File: config.mk
export PLATFORM = sky130hd
export DESIGN_NAME = store_buffer_fwd
export DESIGN_NICKNAME = d
export VERILOG_FILES = /design/src/rtl/store_buffer_fwd.sv
export SDC_FILE = /design/constraint.sdc
export NUM_CORES = 1
export LEC_CHECK = 0
export ABC_AREA = 1
export BUFFER_PORTS_ARGS = -buffer_cell sky130_fd_sc_hd__buf_2
export CORE_MARGIN = 3
export CORE_UTILIZATION = 54
export DETAILED_ROUTE_END_ITERATION = 10
export PLACE_DENSITY = 0.74
export SETUP_SLACK_MARGIN = 0.1
export SYNTH_ARGS = -nofsm -noshare
export SYNTH_HDL_FRONTEND = slang
export SYNTH_SLANG_ARGS = --single-unit
export TNS_END_PERCENT = 30
File: constraint.sdc
create_clock -name clk -period 8.3 [get_ports clk]
set_input_delay 0.83 -clock clk [delete_from_list [all_inputs] [get_ports clk]]
set_output_delay 0.83 -clock clk [all_outputs]
set_load 0.01 [all_outputs]
File: src/rtl/store_buffer_fwd.sv
// Circular store buffer: committed entries [head,commit) drain in order, speculative entries
// [commit,tail) die on flush; loads see youngest-first byte forwarding from every live entry.
module store_buffer_fwd #(
    parameter int SB_DEPTH = 4,
    parameter int DATA_W   = 32,
    parameter int ADDR_W   = 32,
    parameter int WAY_NUM  = 2,
    parameter bit COALESCE = 1'b1
) (
    input  logic                            clk,
    input  logic                            rst_n,
    input  logic                            flush_i,
    input  logic                            enq_valid_i,
    output logic                            enq_ready_o,
    input  logic [ADDR_W-1:0]               enq_addr_i,
    input  logic [DATA_W-1:0]               enq_data_i,
    input  logic [DATA_W/8-1:0]             enq_strb_i,
    input  logic                            enq_uncached_i,
    input  logic [WAY_NUM-1:0]              enq_hit_i,
    input  logic                            commit_i,
    output logic                            deq_valid_o,
    input  logic                            deq_ready_i,
    output logic [ADDR_W-1:0]               deq_addr_o,
    output logic [DATA_W-1:0]               deq_data_o,
    output logic [DATA_W/8-1:0]             deq_strb_o,
    output logic                            deq_uncached_o,
    output logic [WAY_NUM-1:0]              deq_hit_o,
    input  logic [ADDR_W-1:0]               ld_addr_i,
    output logic [DATA_W-1:0]               fwd_data_o,
    output logic [DATA_W/8-1:0]             fwd_mask_o,
    output logic [$clog2(SB_DEPTH+1)-1:0]   count_o,
    output logic                            empty_o
);
    localparam int IW  = $clog2(SB_DEPTH);
    localparam int PW  = IW + 1;
    localparam int SW  = DATA_W / 8;
    localparam int OFF = $clog2(SW);
    localparam int CW  = $clog2(SB_DEPTH + 1);

    logic [PW-1:0]      head_q, head_d, commit_q, commit_d, tail_q, tail_d;
    logic [SB_DEPTH-1:0] valid_q;
    logic [ADDR_W-1:0]  addr_q [SB_DEPTH];
    logic [DATA_W-1:0]  data_q [SB_DEPTH];
    logic [SW-1:0]      strb_q [SB_DEPTH];
    logic [SB_DEPTH-1:0] unc_q;
    logic [WAY_NUM-1:0] hit_q [SB_DEPTH];

    logic [IW-1:0] head_idx, tail_idx, young_idx, fwd_idx;
    logic [PW-1:0] occ, n_keep;
    logic          full, empty, coal_hit, enq_fire, deq_fire, commit_ok;
    logic          unused_ld_off;

    assign head_idx  = head_q[IW-1:0];
    assign tail_idx  = tail_q[IW-1:0];
    assign young_idx = tail_idx - IW'(1);
    assign occ       = tail_q - head_q;
    assign empty     = (head_q == tail_q);
    assign full      = (head_idx == tail_idx) && (head_q[IW] != tail_q[IW]);

    // Only the youngest entry may absorb a store, and only while it is still speculative.
    assign coal_hit = COALESCE && !empty && (commit_q != tail_q) && !unc_q[young_idx]
                      && !enq_uncached_i
                      && (addr_q[young_idx][ADDR_W-1:OFF] == enq_addr_i[ADDR_W-1:OFF]);

    assign enq_ready_o = !flush_i && (!full || coal_hit);
    assign enq_fire    = enq_valid_i && enq_ready_o;
    assign deq_valid_o = (head_q != commit_q);
    assign deq_fire    = deq_valid_o && deq_ready_i;
    assign commit_ok   = commit_i && (commit_q != tail_q);

    always_comb begin
        head_d   = head_q + PW'(deq_fire);
        commit_d = commit_q + PW'(commit_ok);
        tail_d   = tail_q;
        if (flush_i) begin
            tail_d = commit_d;
        end else if (enq_fire && !coal_hit) begin
            tail_d = tail_q + PW'(1);
        end
    end

    assign n_keep = commit_d - head_q;

    always_ff @(posedge clk) begin
        if (!rst_n) begin
            head_q   <= '0;
            commit_q <= '0;
            tail_q   <= '0;
            valid_q  <= '0;
        end else begin
            head_q   <= head_d;
            commit_q <= commit_d;
            tail_q   <= tail_d;
            if (deq_fire) valid_q[head_idx] <= 1'b0;
            if (flush_i) begin
                for (int i = 0; i < SB_DEPTH; i++) begin
                    if (PW'(IW'(i) - head_idx) >= n_keep) valid_q[i] <= 1'b0;
                end
            end
            if (enq_fire && !coal_hit) valid_q[tail_idx] <= 1'b1;
        end
    end

    always_ff @(posedge clk) begin
        if (enq_fire) begin
            if (coal_hit) begin
                for (int b = 0; b < SW; b++) begin
                    if (enq_strb_i[b]) data_q[young_idx][b*8 +: 8] <= enq_data_i[b*8 +: 8];
                end
                strb_q[young_idx] <= strb_q[young_idx] | enq_strb_i;
            end else begin
                addr_q[tail_idx] <= enq_addr_i;
                data_q[tail_idx] <= enq_data_i;
                strb_q[tail_idx] <= enq_strb_i;
                unc_q[tail_idx]  <= enq_uncached_i;
                hit_q[tail_idx]  <= enq_hit_i;
            end
        end
    end

    // Walk oldest to youngest so later matches overwrite earlier ones per byte.
    always_comb begin
        fwd_data_o = '0;
        fwd_mask_o = '0;
        fwd_idx    = '0;
        for (int k = 0; k < SB_DEPTH; k++) begin
            fwd_idx = head_idx + IW'(k);
            if (valid_q[fwd_idx] && (PW'(k) < occ)
                && (addr_q[fwd_idx][ADDR_W-1:OFF] == ld_addr_i[ADDR_W-1:OFF])) begin
                for (int b = 0; b < SW; b++) begin
                    if (strb_q[fwd_idx][b]) begin
                        fwd_data_o[b*8 +: 8] = data_q[fwd_idx][b*8 +: 8];
                        fwd_mask_o[b]        = 1'b1;
                    end
                end
            end
        end
    end

    assign unused_ld_off  = ^ld_addr_i[OFF-1:0];
    assign deq_addr_o     = addr_q[head_idx];
    assign deq_data_o     = data_q[head_idx];
    assign deq_strb_o     = strb_q[head_idx];
    assign deq_uncached_o = unc_q[head_idx];
    assign deq_hit_o      = hit_q[head_idx];
    assign count_o        = CW'(occ);
    assign empty_o        = empty;

endmodule

# --- Word-level counts from Yosys, hierarchy flattened ---
# Memory sizes are Yosys's and may differ from the RTL's. A register that Yosys moved wholly into a read port is not among the register bits.
# Cells that the tools add are included.
totals:
  register_bits: 17
  mem_bits_rw: 280
  inputBits: 109
  out_inout_bits: 113
  elab_cells: 183
  memories: 4
memory_table:
  columns: ["name", "depth", "width", "read_ports", "rd_clocked_by_memory_dff", "wr", "line_no", "text"]
  rows:
  - ["addr_q", 4, 32, 5, 1, 1, "42", "logic [ADDR_W-1:0] addr_q [SB_DEPTH];"]
  - ["data_q", 4, 32, 4, 1, 1, "43", "logic [DATA_W-1:0] data_q [SB_DEPTH];"]
  - ["strb_q", 4, 4, 5, 1, 1, "44", "logic [SW-1:0] strb_q [SB_DEPTH];"]
  - ["hit_q", 4, 2, 1, 1, 1, "46", "logic [WAY_NUM-1:0] hit_q [SB_DEPTH];"]
classes:
  n_addsub: 13
  order_cmp: 16
  n_eq_ne: 10
  muxes: 99
  n_bitwise: 5
  reduce_logical: 31
op_table:
  columns: ["operator", "count"]
  rows:
  - ["$mux W32", 5]
  - ["$eq A30 B30 Y1", 5]
  - ["$mux W8", 16]
  - ["$mux W1", 51]
  - ["$mux W4", 10]
  - ["$reduce_or A32 Y1", 1]
  - ["$logic_and A1 B1 Y1", 20]
  - ["$lt A2 B3 Y1 const B", 6]
  - ["$bmux W1 S2", 6]
  - ["$ge A3 B3 Y1", 4]
  - ["$mux W2", 6]
  - ["$or A4 B4 Y4", 2]
  - ["$add A3 B1 Y3", 2]
  - ["$logic_not A1 Y1", 6]
  - ["$lt A1 B3 Y1 const A", 2]
  - ["$lt A2 B3 Y1 const A", 2]
  - ["$mux W3", 2]
  - ["$ne A3 B3 Y1", 2]
  - ["$sub A1 B2 Y3 const A", 2]
  - ["$sub A2 B2 Y3 const A", 2]
  - ["$sub A3 B3 Y3", 2]
  - ["$add A2 B2 Y2 const B", 2]
  - ["$and A4 B4 Y4", 1]
  - ["$bwmux W4", 1]
  - ["other kinds (14)", 16]

# --- Longest topological paths before layout ---
logic_depth:
  ltp_word: 14
  mapped_depth: 26
  depth_no_buf: 19

# --- Worst setup path before layout ---
# No wires, ideal clock.
synth_timing:
  path_type: "reg2reg"
  from: "reg head_q[1]"
  to: "mem addr_q[3][0] (enable)"
  setup_ps: 429
  t_arrival_ps: 4296
  t_required_ps: 7871
  path_slack_ps: 3575
  path_stages_with_launch: 21
  n_path_buf: 6
  period_less_slack_ps: 4725
  path_cell_list: "dfxtp_1 buf_2 inv_2 buf_2 buf_2 buf_1 clkbuf_1 ha_1 nand2_1 inv_1 nand3_1 nand2_1 a21oi_1 nand3_1 nor2_1 nand2_1 nor2_1 nand2_1 nand4_2 buf_2 nor2_1"
synth_between:
  elab_chain_cells: 11
  elab_cells_between_ends: 15
  classes_between: "eq/ne (2); mux (3); reduce/logical (10)"
synth_rtl:
  columns: ["item", "line_no", "text"]
  rows:
  - ["start, declared", "40", "logic [PW-1:0] head_q, head_d, commit_q, commit_d, tail_q, tail_d;"]
  - ["start signal, assigned", "86", "head_q <= '0;"]
  - ["start signal, assigned", "91", "head_q <= head_d;"]
  - ["$eq A3 B3 Y1", "57", "assign empty = (head_q == tail_q);"]
  - ["$logic_not A1 Y1", "61", "assign coal_hit = COALESCE && !empty && (commit_q != tail_q) && !unc_q[young_idx]"]
  - ["$logic_and A1 B1 Y1 (2 in a row)", "61", null]
  - ["$logic_and A1 B1 Y1", "62", "&& !enq_uncached_i"]
  - ["$logic_and A1 B1 Y1", "63", "&& (addr_q[young_idx][ADDR_W-1:OFF] == enq_addr_i[ADDR_W-1:OFF]);"]
  - ["$logic_or A1 B1 Y1", "65", "assign enq_ready_o = !flush_i && (!full || coal_hit);"]
  - ["$logic_and A1 B1 Y1", "65", null]
  - ["$logic_and A1 B1 Y1", "66", "assign enq_fire = enq_valid_i && enq_ready_o;"]
  - ["$mux W1 (*)", "105", "if (enq_fire) begin"]
  - ["$mux W1 (implied by the code) (*)", "112", "addr_q[tail_idx] <= enq_addr_i;"]
  - ["end, declared", "42", null]
# Mark *: on every way between the ends. The rest lies on a longest branch, timed or not.

# --- Worst setup path after layout ---
layout_timing:
  from: "reg head_q[0]"
  to: "out fwd_data_o[30]"
layout_between:
  elab_chain_cells: 11
  elab_cells_between_ends: 37
  classes_between: "add/sub (4); order compare (4); eq/ne (3); mux (15); reduce/logical (8); memory (3)"
layout_rtl:
  columns: ["item", "line_no", "text"]
  rows:
  - ["$sub A3 B3 Y3 / $bmux W1 S2 (equally long branches)", "56, 128", null]
  - ["$lt A1 B3 Y1 / $mux W1 (equally long branches)", "128", "if (valid_q[fwd_idx] && (PW'(k) < occ)"]
  - ["$logic_and A1 B1 Y1", "128", null]
  - ["$logic_and A1 B1 Y1", "129", "&& (addr_q[fwd_idx][ADDR_W-1:OFF] == ld_addr_i[ADDR_W-1:OFF])) begin"]
  - ["$mux W32", "128", null]
  - ["$mux W8", "131", "if (strb_q[fwd_idx][b]) begin"]
  - ["$mux W32", "128", null]
  - ["$mux W8", "131", null]
  - ["$mux W32", "128", null]
  - ["$mux W8", "131", null]
  - ["$mux W32 (*)", "128", null]
  - ["end, declared", "29", "output logic [DATA_W-1:0] fwd_data_o,"]
# Mark *: on every way between the ends. The rest lies on a longest branch, timed or not. The select of a mux whose other input is x is not followed.

==> run metrics <==
worst-margin pin slew 1.12 ns; # rows 73; layout cells sized above 1 11.0%; CTS tree yes; Arr. time, crit path 6.11 ns; sequential share of power 28.1%; Distinct cells, synth 50; final hold slack 0.496 ns; Starting Density 54.8%; drt initial violations 2162; Max Root-Sink Buffers 3; Max-Cap Viols 0; pwr dens 267 nW/um2; hold crit path type in -> reg; maximum vdd drop 0.265 mV; routability-driven placement congestion ratio 0.992; Hold Buf Count CTS 0; post-CTS sizing 0; global-route usage over all layers 31.1%; Detailed Route WL 69500 um; Gate power share 48.9%; Final Max Tran Viols 0; die area 43000 um2; relative slew slack 25.5%; ys async rst share 0%; Num CTS Buffers 34; P_int 3550 uW; largest net degree at the start of global routing 156; Final setup viols 0; filler cell count 3583; Crit Path Max Fanout 96; Post-synth EDFFs 284; Post-Place Cell Area 23000 um2; Port Buf Inserts 219; number of post-CTS setup repair buffers 0; Worst EP required 7.47 ns; Vias 21000; final hold viol count 0; Post-Syn Nets 3165; setup TNS 0 ns; Setup crit end kind primary output; vias in the first global route 19100; post-synthesis cell count 3033; post-route cell area 24100 um2; RSZ-0062 raised after global routing no; critical setup path kind reg -> out; sequential-to-total area share from yosys stat 40.2%; HPWL after detailed placement 49700 um; crit path time final 6.94 ns; first-pass GRT wire length 106000 um; skew final 0.0204 ns; Yosys reg bits 297; Synth Area per Inst 7.21 um2; status complete, no violations; Worst-path clk slew 0.06 ns; switch share 44.8%; Routed Antenna Nets 0; leak pwr 0.0111 uW; Synth Flop Type edfxtp_1; Clock Latency Late Sink 0.55 ns; Worst setup SP type flip-flop; fin nets 3293; die width 207 um; GRT overflow 0; Via density 5.66; wire length per cell 18.7 um; H-tree Lvls 2; I/O pin count 222; clock share of power 23.1%; core area 39900 um2; initial antenna violation count 11; Root Buffer Master clkbuf_16; Synth Cell Area 21900 um2; FMAX 0.144 GHz; Switch Pwr 2880 uW; Synth-to-Final Area Change 10.1%; Die H 207 um; DRC viols 0; clock sinks 297; Ys Warns 0; first-pass iteration count of the detailed router 9; period utilisation layout 83.6%
cells in the final DEF (no fill, tap or decap), types with 35 or more instances in the layout:
cell / count
o211ai_1: 52
o21ai_1: 44
o21ai_0: 218
nand2_1: 1269
buf_2: 219
inv_1: 302
clkbuf_16: 35
nand3_1: 294
edfxtp_1: 284
mux2i_1: 127
nor2_1: 104
final cells by class:
cell class	instances	area, um2	area share [%]
multi-input cells	2280	11100	46.2
flip-flops and latches	297	8800	36.5
repair buffers	233	1210	5.04
inverters	315	1190	4.96
clock buffers	39	891	3.70
well taps	525	657	2.73
clock inverters	21	188	0.779
diodes	7	17.5	0.0727
critical path: stages (launching register included):
cell and delay (ns):
dfxtp_4 0.93, inv_4 0.48, ha_4 1.07, inv_4 0.56, nand3_1 0.29, nand2_1 0.08
nand2_1 0.07, nand2_1 0.10, nor2_1 0.13, nand2_1 0.06, nor2_1 0.12, nand2_1 0.15
nor2_8 0.53, nand2_2 0.31, nand3_1 0.17, nand2_1 0.06, nand2_1 0.05, nand2_1 0.09
buf_2 0.16
routing by layer:
metal | GRT usage [%] | part of all wire (%) | up-vias
met5 | 0 | 0.078 | -
met4 | 15.0 | 5.0 | 8
met3 | 4.40 | 7.7 | 192
met2 | 52.2 | 47 | 971
met1 | 39.7 | 40 | 9668
li1 | - | - | 10200
stage by stage:
| stage | power, uW | instances | setup WS (ns) | utilization (%) |
|---|---|---|---|---|
| floorplan | 4080 | 3033 | 3.57 | - |
| global placement | 4830 | 3650 | 2.11 | 57.6 |
| detailed placement | 4900 | 3650 | 2.05 | 57.6 |
| CTS | 6390 | 3710 | 1.44 | 60.3 |
| global route | 6830 | 3717 | 0.899 | 60.3 |
| finish | 6420 | 3717 | 1.36 | 60.3 |
cell usage after synthesis, types with 5 or more instances:
cell type	count	share of area, %
nand2_1	1269	22
inv_1	302	5.2
nand3_1	294	6.7
edfxtp_1	284	39
o21ai_0	218	5.0
mux2i_1	127	5.8
nor2_1	108	1.9
buf_2	56	1.3
o211ai_1	52	1.8
o21ai_1	44	1.0
clkbuf_1	40	0.69
buf_6	23	1.2
ha_1	21	1.2
a21oi_1	20	0.46
xor2_1	17	0.68
buf_1	15	0.26
dfxtp_1	13	1.2
nand4_1	11	0.31
and2_1	10	0.29
xnor2_1	10	0.40
nor2_4	7	0.36
buf_4	6	0.21
inv_2	6	0.10
o22ai_1	6	0.17
and2_0	5	0.14
nand2_2	5	0.14
nand2_4	5	0.26
nand3_2	5	0.23
nand3b_1	5	0.17
o21ai_2	5	0.20
registers in the layout, summed over array words and instances (netlist names):
| name | cells |
|---|---|
| addr_q | 128 |
| commit_q | 3 |
| data_q | 128 |
| head_q | 3 |
| hit_q | 8 |
| strb_q | 16 |
| tail_q | 3 |
| unc_q | 4 |
| valid_q | 4 |
cells by family after synthesis:
kind of cell    synth area share, %
flops                          40.2
simple gates                   33.2
buf+inv                        9.14
compound gates                 9.26
mux                            5.81
fa+ha+maj                      1.38
xor+xnor                       1.08
path summary, 6_finish.rpt:
check                                       to  slack (ns)            from  depth (start not counted)
worst min register to register       tail_q[2]        0.59       tail_q[2]                          2
worst min-delay path             data_q[2][22]        0.50  enq_data_i[22]                          1
worst max-delay path            fwd_data_o[30]        1.36       head_q[0]                         18
worst max register to register   data_q[3][28]        2.50       tail_q[1]                         15
power by group through the flow:
stage	Clock [uW]	Combinational, uW	Sequential, uW
after global placement	0	3000	1830
final	1480	3140	1800
after global routing	1560	3460	1810
after CTS	1500	3090	1800
after floorplan	0	2310	1770
after detailed placement	0	3070	1830
No activity file was read; power rests on OpenSTA's default activity.
